`config.mk`:
```
export PLATFORM = sky130hd
export DESIGN_NAME = axi_lite_reg_responder
export DESIGN_NICKNAME = d
export VERILOG_FILES = /design/src/rtl/axi_lite_reg_responder.sv
export SDC_FILE = /design/constraint.sdc
export NUM_CORES = 1
export LEC_CHECK = 0
export BUFFER_PORTS_ARGS = -buffer_cell sky130_fd_sc_hd__buf_2
export CAP_MARGIN = 40
export CORE_MARGIN = 2
export CORE_UTILIZATION = 49
export CTS_CLUSTER_SIZE = 14
export DETAILED_ROUTE_END_ITERATION = 8
export GPL_TIMING_DRIVEN = 0
export HOLD_SLACK_MARGIN = 0.12
export PLACE_DENSITY_LB_ADDON = 0.25
export SLEW_MARGIN = 5
export SYNTH_ARGS = -nofsm -noshare
export SYNTH_HDL_FRONTEND = slang
export SYNTH_SLANG_ARGS = --single-unit
```
`constraint.sdc`:
```
create_clock -name aclk -period 2.9 [get_ports aclk]
set_clock_uncertainty 0.1 [all_clocks]
set_input_delay 0.435 -clock aclk [delete_from_list [all_inputs] [get_ports aclk]]
set_output_delay 0.435 -clock aclk [all_outputs]
set_load 0.1 [all_outputs]
```
`src/rtl/axi_lite_reg_responder.sv`:
```
// AXI4-Lite register responder: ID, scratch, down-count timer with IRQ, GPIO.
// Define AXI_LITE_REG_RESPONDER_WSTRB_EN to honour per-byte write strobes.
module axi_lite_reg_responder #(
  parameter logic [31:0] ID_VALUE    = 32'h56455230,
  parameter int          GPIO_WIDTH  = 16,
  parameter int          SYNC_STAGES = 2
) (
  input  logic                  aclk,
  input  logic                  arstn,
  input  logic [31:0]           s_axi_awaddr,
  input  logic [2:0]            s_axi_awprot,
  input  logic                  s_axi_awvalid,
  output logic                  s_axi_awready,
  input  logic [31:0]           s_axi_wdata,
  input  logic [3:0]            s_axi_wstrb,
  input  logic                  s_axi_wvalid,
  output logic                  s_axi_wready,
  output logic [1:0]            s_axi_bresp,
  output logic                  s_axi_bvalid,
  input  logic                  s_axi_bready,
  input  logic [31:0]           s_axi_araddr,
  input  logic [2:0]            s_axi_arprot,
  input  logic                  s_axi_arvalid,
  output logic                  s_axi_arready,
  output logic [31:0]           s_axi_rdata,
  output logic [1:0]            s_axi_rresp,
  output logic                  s_axi_rvalid,
  input  logic                  s_axi_rready,
  output logic [GPIO_WIDTH-1:0] gpio_o,
  input  logic [GPIO_WIDTH-1:0] gpio_i,
  output logic                  irq
);

  localparam logic [2:0] A_ID      = 3'd0;
  localparam logic [2:0] A_SCRATCH = 3'd1;
  localparam logic [2:0] A_CTRL    = 3'd2;
  localparam logic [2:0] A_STATUS  = 3'd3;
  localparam logic [2:0] A_LOAD    = 3'd4;
  localparam logic [2:0] A_COUNT   = 3'd5;
  localparam logic [2:0] A_GPOUT   = 3'd6;

  function automatic logic [31:0] merge(
    input logic [31:0] old_v,
    input logic [31:0] new_v,
    input logic [31:0] m
  );
    return (old_v & ~m) | (new_v & m);
  endfunction

  logic                  up;
  logic                  aw_held;
  logic                  w_held;
  logic                  commit;
  logic [2:0]            aw_idx;
  logic [31:0]           w_data;
  logic [3:0]            w_strb;
  logic [31:0]           wm;
  logic [31:0]           scratch;
  logic [31:0]           load;
  logic [31:0]           count;
  logic [1:0]            ctrl;
  logic [1:0]            ctrl_new;
  logic                  expired;
  logic                  ro_hit;
  logic                  timer_rise;
  logic                  hw_set;
  logic                  w1c;
  logic                  wr_scratch;
  logic                  wr_ctrl;
  logic                  wr_status;
  logic                  wr_load;
  logic                  wr_gpio;
  logic [GPIO_WIDTH-1:0] gpio_q;
  logic [GPIO_WIDTH-1:0] gpio_in;
  logic [GPIO_WIDTH-1:0] sync_q [SYNC_STAGES];
  logic [31:0]           rd_mux;
  logic                  unused;

`ifdef AXI_LITE_REG_RESPONDER_WSTRB_EN
  assign wm = {{8{w_strb[3]}}, {8{w_strb[2]}},
               {8{w_strb[1]}}, {8{w_strb[0]}}};
  assign unused = ^{s_axi_awaddr[31:5], s_axi_awaddr[1:0],
                    s_axi_araddr[31:5], s_axi_araddr[1:0],
                    s_axi_awprot, s_axi_arprot};
`else
  assign wm = '1;
  assign unused = ^{s_axi_awaddr[31:5], s_axi_awaddr[1:0],
                    s_axi_araddr[31:5], s_axi_araddr[1:0],
                    s_axi_awprot, s_axi_arprot, w_strb};
`endif

  // Ready lines stay low until the first edge after reset release.
  assign s_axi_awready = up & ~aw_held & ~s_axi_bvalid;
  assign s_axi_wready  = up & ~w_held & ~s_axi_bvalid;
  assign s_axi_arready = up & ~s_axi_rvalid;
  assign s_axi_rresp   = 2'b00;
  assign commit        = aw_held & w_held & ~s_axi_bvalid;
  assign gpio_o        = gpio_q;
  assign gpio_in       = sync_q[SYNC_STAGES-1];

  always_comb begin
    wr_scratch = 1'b0;
    wr_ctrl    = 1'b0;
    wr_status  = 1'b0;
    wr_load    = 1'b0;
    wr_gpio    = 1'b0;
    ro_hit     = 1'b0;
    unique case (1'b1)
      aw_idx == A_SCRATCH: wr_scratch = commit;
      aw_idx == A_CTRL:    wr_ctrl    = commit;
      aw_idx == A_STATUS:  wr_status  = commit;
      aw_idx == A_LOAD:    wr_load    = commit;
      aw_idx == A_GPOUT:   wr_gpio    = commit;
      default:             ro_hit     = 1'b1;
    endcase
  end

  assign ctrl_new   = wr_ctrl ? 2'(merge({30'd0, ctrl}, w_data, wm))
                              : ctrl;
  assign timer_rise = ctrl_new[0] & ~ctrl[0];
  assign hw_set     = ctrl[0] & (count == '0);
  assign w1c        = wr_status & w_data[0] & wm[0];

  always_ff @(posedge aclk or negedge arstn) begin
    if (!arstn) begin
      up           <= 1'b0;
      aw_held      <= 1'b0;
      w_held       <= 1'b0;
      aw_idx       <= '0;
      w_data       <= '0;
      w_strb       <= '0;
      s_axi_bvalid <= 1'b0;
      s_axi_bresp  <= 2'b00;
    end else begin
      up <= 1'b1;
      if (s_axi_awvalid && s_axi_awready) begin
        aw_held <= 1'b1;
        aw_idx  <= s_axi_awaddr[4:2];
      end
      if (s_axi_wvalid && s_axi_wready) begin
        w_held <= 1'b1;
        w_data <= s_axi_wdata;
        w_strb <= s_axi_wstrb;
      end
      if (commit) begin
        s_axi_bvalid <= 1'b1;
        s_axi_bresp  <= ro_hit ? 2'b10 : 2'b00;
      end
      if (s_axi_bvalid && s_axi_bready) begin
        s_axi_bvalid <= 1'b0;
        aw_held      <= 1'b0;
        w_held       <= 1'b0;
      end
    end
  end

  always_ff @(posedge aclk or negedge arstn) begin
    if (!arstn) begin
      scratch <= '0;
      load    <= '0;
      ctrl    <= '0;
      gpio_q  <= '0;
    end else begin
      if (wr_scratch) scratch <= merge(scratch, w_data, wm);
      if (wr_load)    load    <= merge(load, w_data, wm);
      if (wr_gpio)    gpio_q  <= GPIO_WIDTH'(merge(32'(gpio_q), w_data, wm));
      ctrl <= ctrl_new;
    end
  end

  // A hardware expiry overrides a same-cycle W1C so no event is lost.
  always_ff @(posedge aclk or negedge arstn) begin
    if (!arstn) begin
      count   <= '0;
      expired <= 1'b0;
      irq     <= 1'b0;
    end else begin
      if (timer_rise) begin
        count <= load;
      end else if (ctrl[0]) begin
        count <= (count == '0) ? load : count - 32'd1;
      end
      expired <= (expired & ~w1c) | hw_set;
      irq     <= expired & ctrl[1];
    end
  end

  always_ff @(posedge aclk or negedge arstn) begin
    if (!arstn) begin
      for (int i = 0; i < SYNC_STAGES; i++) sync_q[i] <= '0;
    end else begin
      sync_q[0] <= gpio_i;
      for (int i = 1; i < SYNC_STAGES; i++) sync_q[i] <= sync_q[i-1];
    end
  end

  always_comb begin
    rd_mux = '0;
    case (s_axi_araddr[4:2])
      A_ID:      rd_mux = ID_VALUE;
      A_SCRATCH: rd_mux = scratch;
      A_CTRL:    rd_mux = {30'd0, ctrl};
      A_STATUS:  rd_mux = {31'd0, expired};
      A_LOAD:    rd_mux = load;
      A_COUNT:   rd_mux = count;
      A_GPOUT:   rd_mux = 32'(gpio_q);
      default:   rd_mux = 32'(gpio_in);
    endcase
  end

  // Capturing at the AR handshake returns pre-write data on a same-cycle commit.
  always_ff @(posedge aclk or negedge arstn) begin
    if (!arstn) begin
      s_axi_rvalid <= 1'b0;
      s_axi_rdata  <= '0;
    end else if (s_axi_arvalid && s_axi_arready) begin
      s_axi_rvalid <= 1'b1;
      s_axi_rdata  <= rd_mux;
    end else if (s_axi_rvalid && s_axi_rready) begin
      s_axi_rvalid <= 1'b0;
    end
  end

endmodule

```
==> impl_metrics.yaml, run 1 <==
logic_synthesis:
  ys_types: 71
  ys_async_sr_fraction_pct: 100
  synth_area_mm2: 0.0100
  synth_area_leaders: "dfrtp_1 (55%), mux2_2 (14%), nand2_1 (2.2%)"
  netlist.top_cell.by_area: "dfrtp_1"
  postSynthAreaPerCell_um2: 12.0
  synth-main-ff-cell: "dfrtp_1"
  ys_seq_area_share_pct: 55.1
  syn_inst: 835
  synth_top_area_share_pct: 55.1
  synth.ff_latch_count: 221
  synth_edf_count: 0
  yosys_warnings: 0
power:
  p_per_area_mw_per_mm2: 1040
  leakagePower_nw: 5.66
  ir_drop_v: 0.000838
timing:
  fin_crit_sh_pct: 94.6
  slew_headroom_pct: 38.9
  slew_viol_final: 0
  tightest_slew_ps: 916
  max_freq_mhz: 364
  finalSetupViolCount: 0
  min_period_ps: 2740
  finalSetupTns_ps: 0
  final-hold-violation-count: 0
  rsz0062_at_grt: "false"
global_routing:
  gr-total-overflow: 0
  grt_pass1_vias: 7890
  grt_pass1_wl_um: 45800
  grt_max_degree: 93
  grtUsageTotal_pct: 27.3
  antenna_found_initial: 0
floorplanning:
  initial_core_util_pct: 49.8
  die_y_um: 147
  core_mm2: 0.0202
  ioPinCount: 187
  die-width_um: 147
  core.rowCount: 52
  dieArea_mm2: 0.0217
cts:
  h-tree-depth: 1
  cts_tree: "built"
  cts-buffers-inserted: 25
  cts_sinks: 221
  clockRootBuffer: "clkbuf_16"
  clk_latency_ps: 510
  clk_path_buf_depth: 3
  clkTransAtPathRegs_ps: 60
place:
  port_buffers: 113
  gp_congestion: 0.951
  place_area_mm2: 0.0111
  dp_hpwl_um: 19500
route:
  wl_per_cell_um: 21.8
  drt-total-wl_um: 28900
  drt_iter0_drc: 575
  drt_pre_antenna_iters: 5
  viasPerCell: 5.93
  ant_nets: 0
  vias: 7855
  drc_errors: 0
setup_path:
  required_ps: 3190
  crit_type: "register to register"
  reg2reg_depth: 7
  cp-end-kind: "register"
  crit_arrival_ps: 3030
  start_kind: "register"
  cp_max_fo: 10
hold_path:
  min_path_type: "primary input to register"
  hold_depth: 3
finish:
  final_cell_mix: "dfrtp_1 (221), mux2_2 (128), buf_2 (122)"
  layout-drive-gt1-share_pct: 31.6
  stdcell_area_mm2: 0.0124
  layout-area-overhead-vs-synth_pct: 23.9
  antenna_cells: 0
  final_common_cell: "dfrtp_1"
  fin_nets: 1170
status:
  outcome: "finished clean"
flow_run:
  max-cap-violations: 0
## routing by layer
metal,GRT usage [%],share of wire [%],up-vias
met3,3.79,6.1,56
met4,7.79,2.7,0
li1,-,-,3503
met5,0,0,-
met1,39.6,45,4017
met2,43.4,47,279
## sequential cells by signal, indices dropped and copies added, names as in the netlist
signal and flops:
aw_held 1, aw_idx 3, count 32, ctrl 2, expired 1, gpio_in 16, gpio_o 16, irq 1
load 32, s_axi_bresp 1, s_axi_bvalid 1, s_axi_rdata 32, s_axi_rvalid 1, scratch 32, sync_q 16, up 1
w_data 32, w_held 1
## kinds of logic after synthesis
kind of cell / after synthesis / synth area share, %
compound gates: 177 / 12.4
buf+inv: 71 / 2.96
other cells: 2 / 0.0748
simple gates: 211 / 11.6
flops: 221 / 55.1
fa+ha+maj: 2 / 0.249
mux: 151 / 17.6
## what timing repair did
action / in CTS / in global routing
resized for setup: 0 / 3
hold buffers: 55 / 0
setup endpoints to repair: 0 / 21
setup buffers: 0 / 2
hold endpoints to repair: 153 / 0
## metrics by stage
stage          cells  setup WS [ps]  power, mW  hold slack [ps]  util (%)
2_1_floorplan    837           -310       8.57             39.4         -
3_3_place_gp    1220          -2520       9.71              232      54.3
3_5_place_dp    1225           61.6       9.82              231      54.9
4_1_cts         1323           33.1       13.0              221      61.6
5_1_grt         1325           18.9       13.6              248      61.7
6_report        1325            156       13.0              236      61.7
## path summary, 6_finish.rpt
kind | startpoint | to | slack (ps)
hold reg to reg | sync_q[19] | gpio_in[3] | 240
hold / removal | s_axi_awvalid | aw_held | 240
min in group asynchronous | arstn | w_data[23] | 290
setup / recovery | aw_idx[0] | count[7] | 160
max in group asynchronous | arstn | s_axi_rdata[9] | 1620
setup reg to reg | aw_idx[0] | count[7] | 160
## worst max-delay path: stages (launching register included)
cell      delay (ps)
dfrtp_1          450
nor3b_1          510
nand3_1          420
o32ai_4          380
buf_2            320
buf_4            240
nand3_1           90
o311ai_0         110
## Yosys cell counts, drive strengths merged (4+ instances only)
| cell type | instances |
|---|---|
| o211ai | 11 |
| o41ai | 5 |
| o21ai | 44 |
| o221a | 5 |
| a21boi | 4 |
| nor2b | 6 |
| and3 | 9 |
| a22o | 4 |
| or3 | 8 |
| nor3 | 11 |
| a211oi | 9 |
| a21o | 9 |
| o31ai | 8 |
| mux4 | 7 |
| buf | 24 |
| o21a | 6 |
| clkbuf | 31 |
| nand4 | 9 |
| mux2i | 14 |
| inv | 16 |
| nor3b | 6 |
| nor4 | 9 |
| nand2b | 5 |
| mux2 | 130 |
| nor2 | 35 |
| dfrtp | 221 |
| nand2 | 59 |
| or4 | 4 |
| a21oi | 23 |
| a22oi | 16 |
| and2 | 6 |
| nand3 | 30 |
| a211o | 6 |
## where the power goes
part           total [mW]  switching [mW]  internal (mW)  leakage (nW)
registers            5.08           0.919           4.16          2.72
logic                4.82            3.26           1.56          2.53
clock network        3.09            1.22           1.87         0.404
## area by class of cell
type	count	area, um2
Timing Repair Buffer	175	1230
Multi-Input combinational cell	545	4240
Buffer	55	239
Inverter	16	60.1
Sequential cell	221	5530
Clock inverter	9	95.1
Clock buffer	34	709
Tap cell	270	338
Fill cell	1641	7720
No activity file was read; power rests on OpenSTA's default activity.
==> run 2: changes to the inputs <==
- RECOVER_POWER: unset -> 25
- SKIP_LAST_GASP: unset -> 1
==> run 2 against run 1 <==
The flow now finishes with violations (max-capacitance violations, max-slew violations). Wire length fell by 0.48%. Hold slack improved by 7.6 ps. Critical path type unchanged. Critical path depth did not move. Non-clock buffer count did not move. Final cell count did not move. Power barely moved. Design area barely moved. Via count fell by 0.15%. Register-to-register slack got worse by 20 ps. Largest cell class unchanged. Utilization barely moved. Combinational power barely moved.
==> impl_metrics.yaml, run 2 (same netlist as run 1, synthesis figures left out) <==
finish:
  fill_cells: 1642
  final_cell_mix: "dfrtp_1 (221), mux2_2 (128), buf_2 (122)"
  layout-area-overhead-vs-synth_pct: 23.9
  final_common_cell: "dfrtp_1"
  layout-drive-gt1-share_pct: 31.5
  utilization_pct: 61.7
  stdcell_area_mm2: 0.0124
  antenna_cells: 0
  fin_nets: 1170
  regArea_mm2: 0.00553
  finalNonFillerCells: 1325
  multiInputGateArea_mm2: 0.00424
setup_path:
  start_kind: "register"
  reg2reg_depth: 7
  cp_max_fo: 10
  cp_slowest_stage_delay_ps: 520
  crit_chain: "nor3b_1 > nand3_1 > o32ai_4 > buf_2 > buf_4 > nand3_1 > o211ai_1"
  rrSetupSlack_ps: 140
  cp-end-kind: "register"
  worst_path_max_delay_cell: "nor3b_1"
  required_ps: 3220
  crit_type: "register to register"
  crit_arrival_ps: 3080
  cp_common_cell: "nand3_1"
floorplanning:
  ioPinCount: 187
  core.rowCount: 52
  die-width_um: 147
  core_mm2: 0.0202
  dieArea_mm2: 0.0217
  die_y_um: 147
  initial_core_util_pct: 49.8
global_routing:
  grt_pass1_wl_um: 45800
  met3_usage_pct: 3.79
  use_met1_pct: 39.6
  grt_max_degree: 93
  antenna_found_initial: 0
  gr-total-overflow: 0
  grtUsageMet2_pct: 43.4
  grtUsageTotal_pct: 27.3
  grt_busiest_layer: "met2"
  grt_pass1_vias: 7890
status:
  outcome: "finished with violations"
  violations: "max-capacitance violations, max-slew violations"
timing:
  finalSetupTns_ps: 0
  slew_viol_final: 38
  fin_crit_sh_pct: 95.3
  min_period_ps: 2760
  rsz0062_at_grt: "false"
  tightest_slew_ps: 1810
  final-hold-violation-count: 0
  finalSetupViolCount: 0
  max_freq_mhz: 362
  slew_headroom_pct: -20.8
  setup_slack_ps: 136
hold_path:
  min_path_type: "register to register"
  hold_depth: 0
flow_run:
  max-cap-violations: 1
cts:
  clockRootBuffer: "clkbuf_16"
  h-tree-depth: 1
  clkTransAtPathRegs_ps: 60
  clk_latency_ps: 520
  clk_path_buf_depth: 3
  cts_sinks: 221
  cts_tree: "built"
  cts-buffers-inserted: 25
place:
  place_area_mm2: 0.0111
  port_buffers: 113
  placed_cells: 1225
  gp_congestion: 0.951
  dp_hpwl_um: 19500
  place_ws_ps: 61.6
route:
  wl_per_cell_um: 21.7
  vias: 7843
  drt_iter0_drc: 606
  viasPerCell: 5.92
  drt-total-wl_um: 28700
  drc_errors: 0
  drt_pre_antenna_iters: 7
  ant_nets: 0
power:
  leakagePower_nw: 5.66
  p_per_area_mw_per_mm2: 1040
  ir_drop_v: 0.000834
==> run 2: final cells by class <==
cell class                      count  area share, %
Timing Repair Buffer              175           9.89
Tap cell                          270           2.71
Sequential cell                   221           44.4
Clock buffer                       34           5.70
Clock inverter                      9          0.764
Multi-Input combinational cell    545           34.1
Inverter                           16          0.483
Buffer                             55           1.92
==> run 2: worst max-delay path, delay by kind of cell (launching register included) <==
| kind | cells | cell delay, ps |
|---|---|---|
| buf+inv | 2 | 560 |
| flops | 1 | 450 |
| compound gates | 2 | 530 |
| simple gates | 3 | 1020 |
==> run 2: layer usage <==
metal  up-vias  routed length, um  share of wire [%]
met5         -                  0                  0
met3        57               1860                6.5
li1       3506                  -                  -
met2       288              13400                 47
met1      3992              12700                 44
met4         0                808                2.8
==> run 2: where the power goes <==
| group | leakage (nW) | internal, mW | switching [mW] |
|---|---|---|---|
| clock network | 0.404 | 1.87 | 1.22 |
| registers | 2.72 | 4.16 | 0.915 |
| logic | 2.53 | 1.56 | 3.25 |
==> run 2: through the flow <==
step                      hold slack (ps)  total power, mW
after global placement                232             9.71
after global routing                  248             13.6
after CTS                             221             13.0
final                                 243             13.0
after floorplan                      39.4             8.57
after detailed placement              231             9.82
==> run 2: repair_timing <==
action / 4_1_cts / 5_1_grt
setup endpoints to repair: 0 / 21
hold buffers: 55 / 0
gates resized for setup: 0 / 3
hold endpoints to repair: 153 / 0
setup buffers: 0 / 2
==> run 2: worst paths after layout <==
| path | end | from |
|---|---|---|
| hold / removal | gpio_in[3] | sync_q[19] |
| min in group asynchronous | w_data[23] | arstn |
| setup / recovery | count[26] | aw_idx[0] |
| max in group asynchronous | s_axi_rdata[9] | arstn |
| setup reg to reg | count[26] | aw_idx[0] |
| hold reg to reg | gpio_in[3] | sync_q[19] |
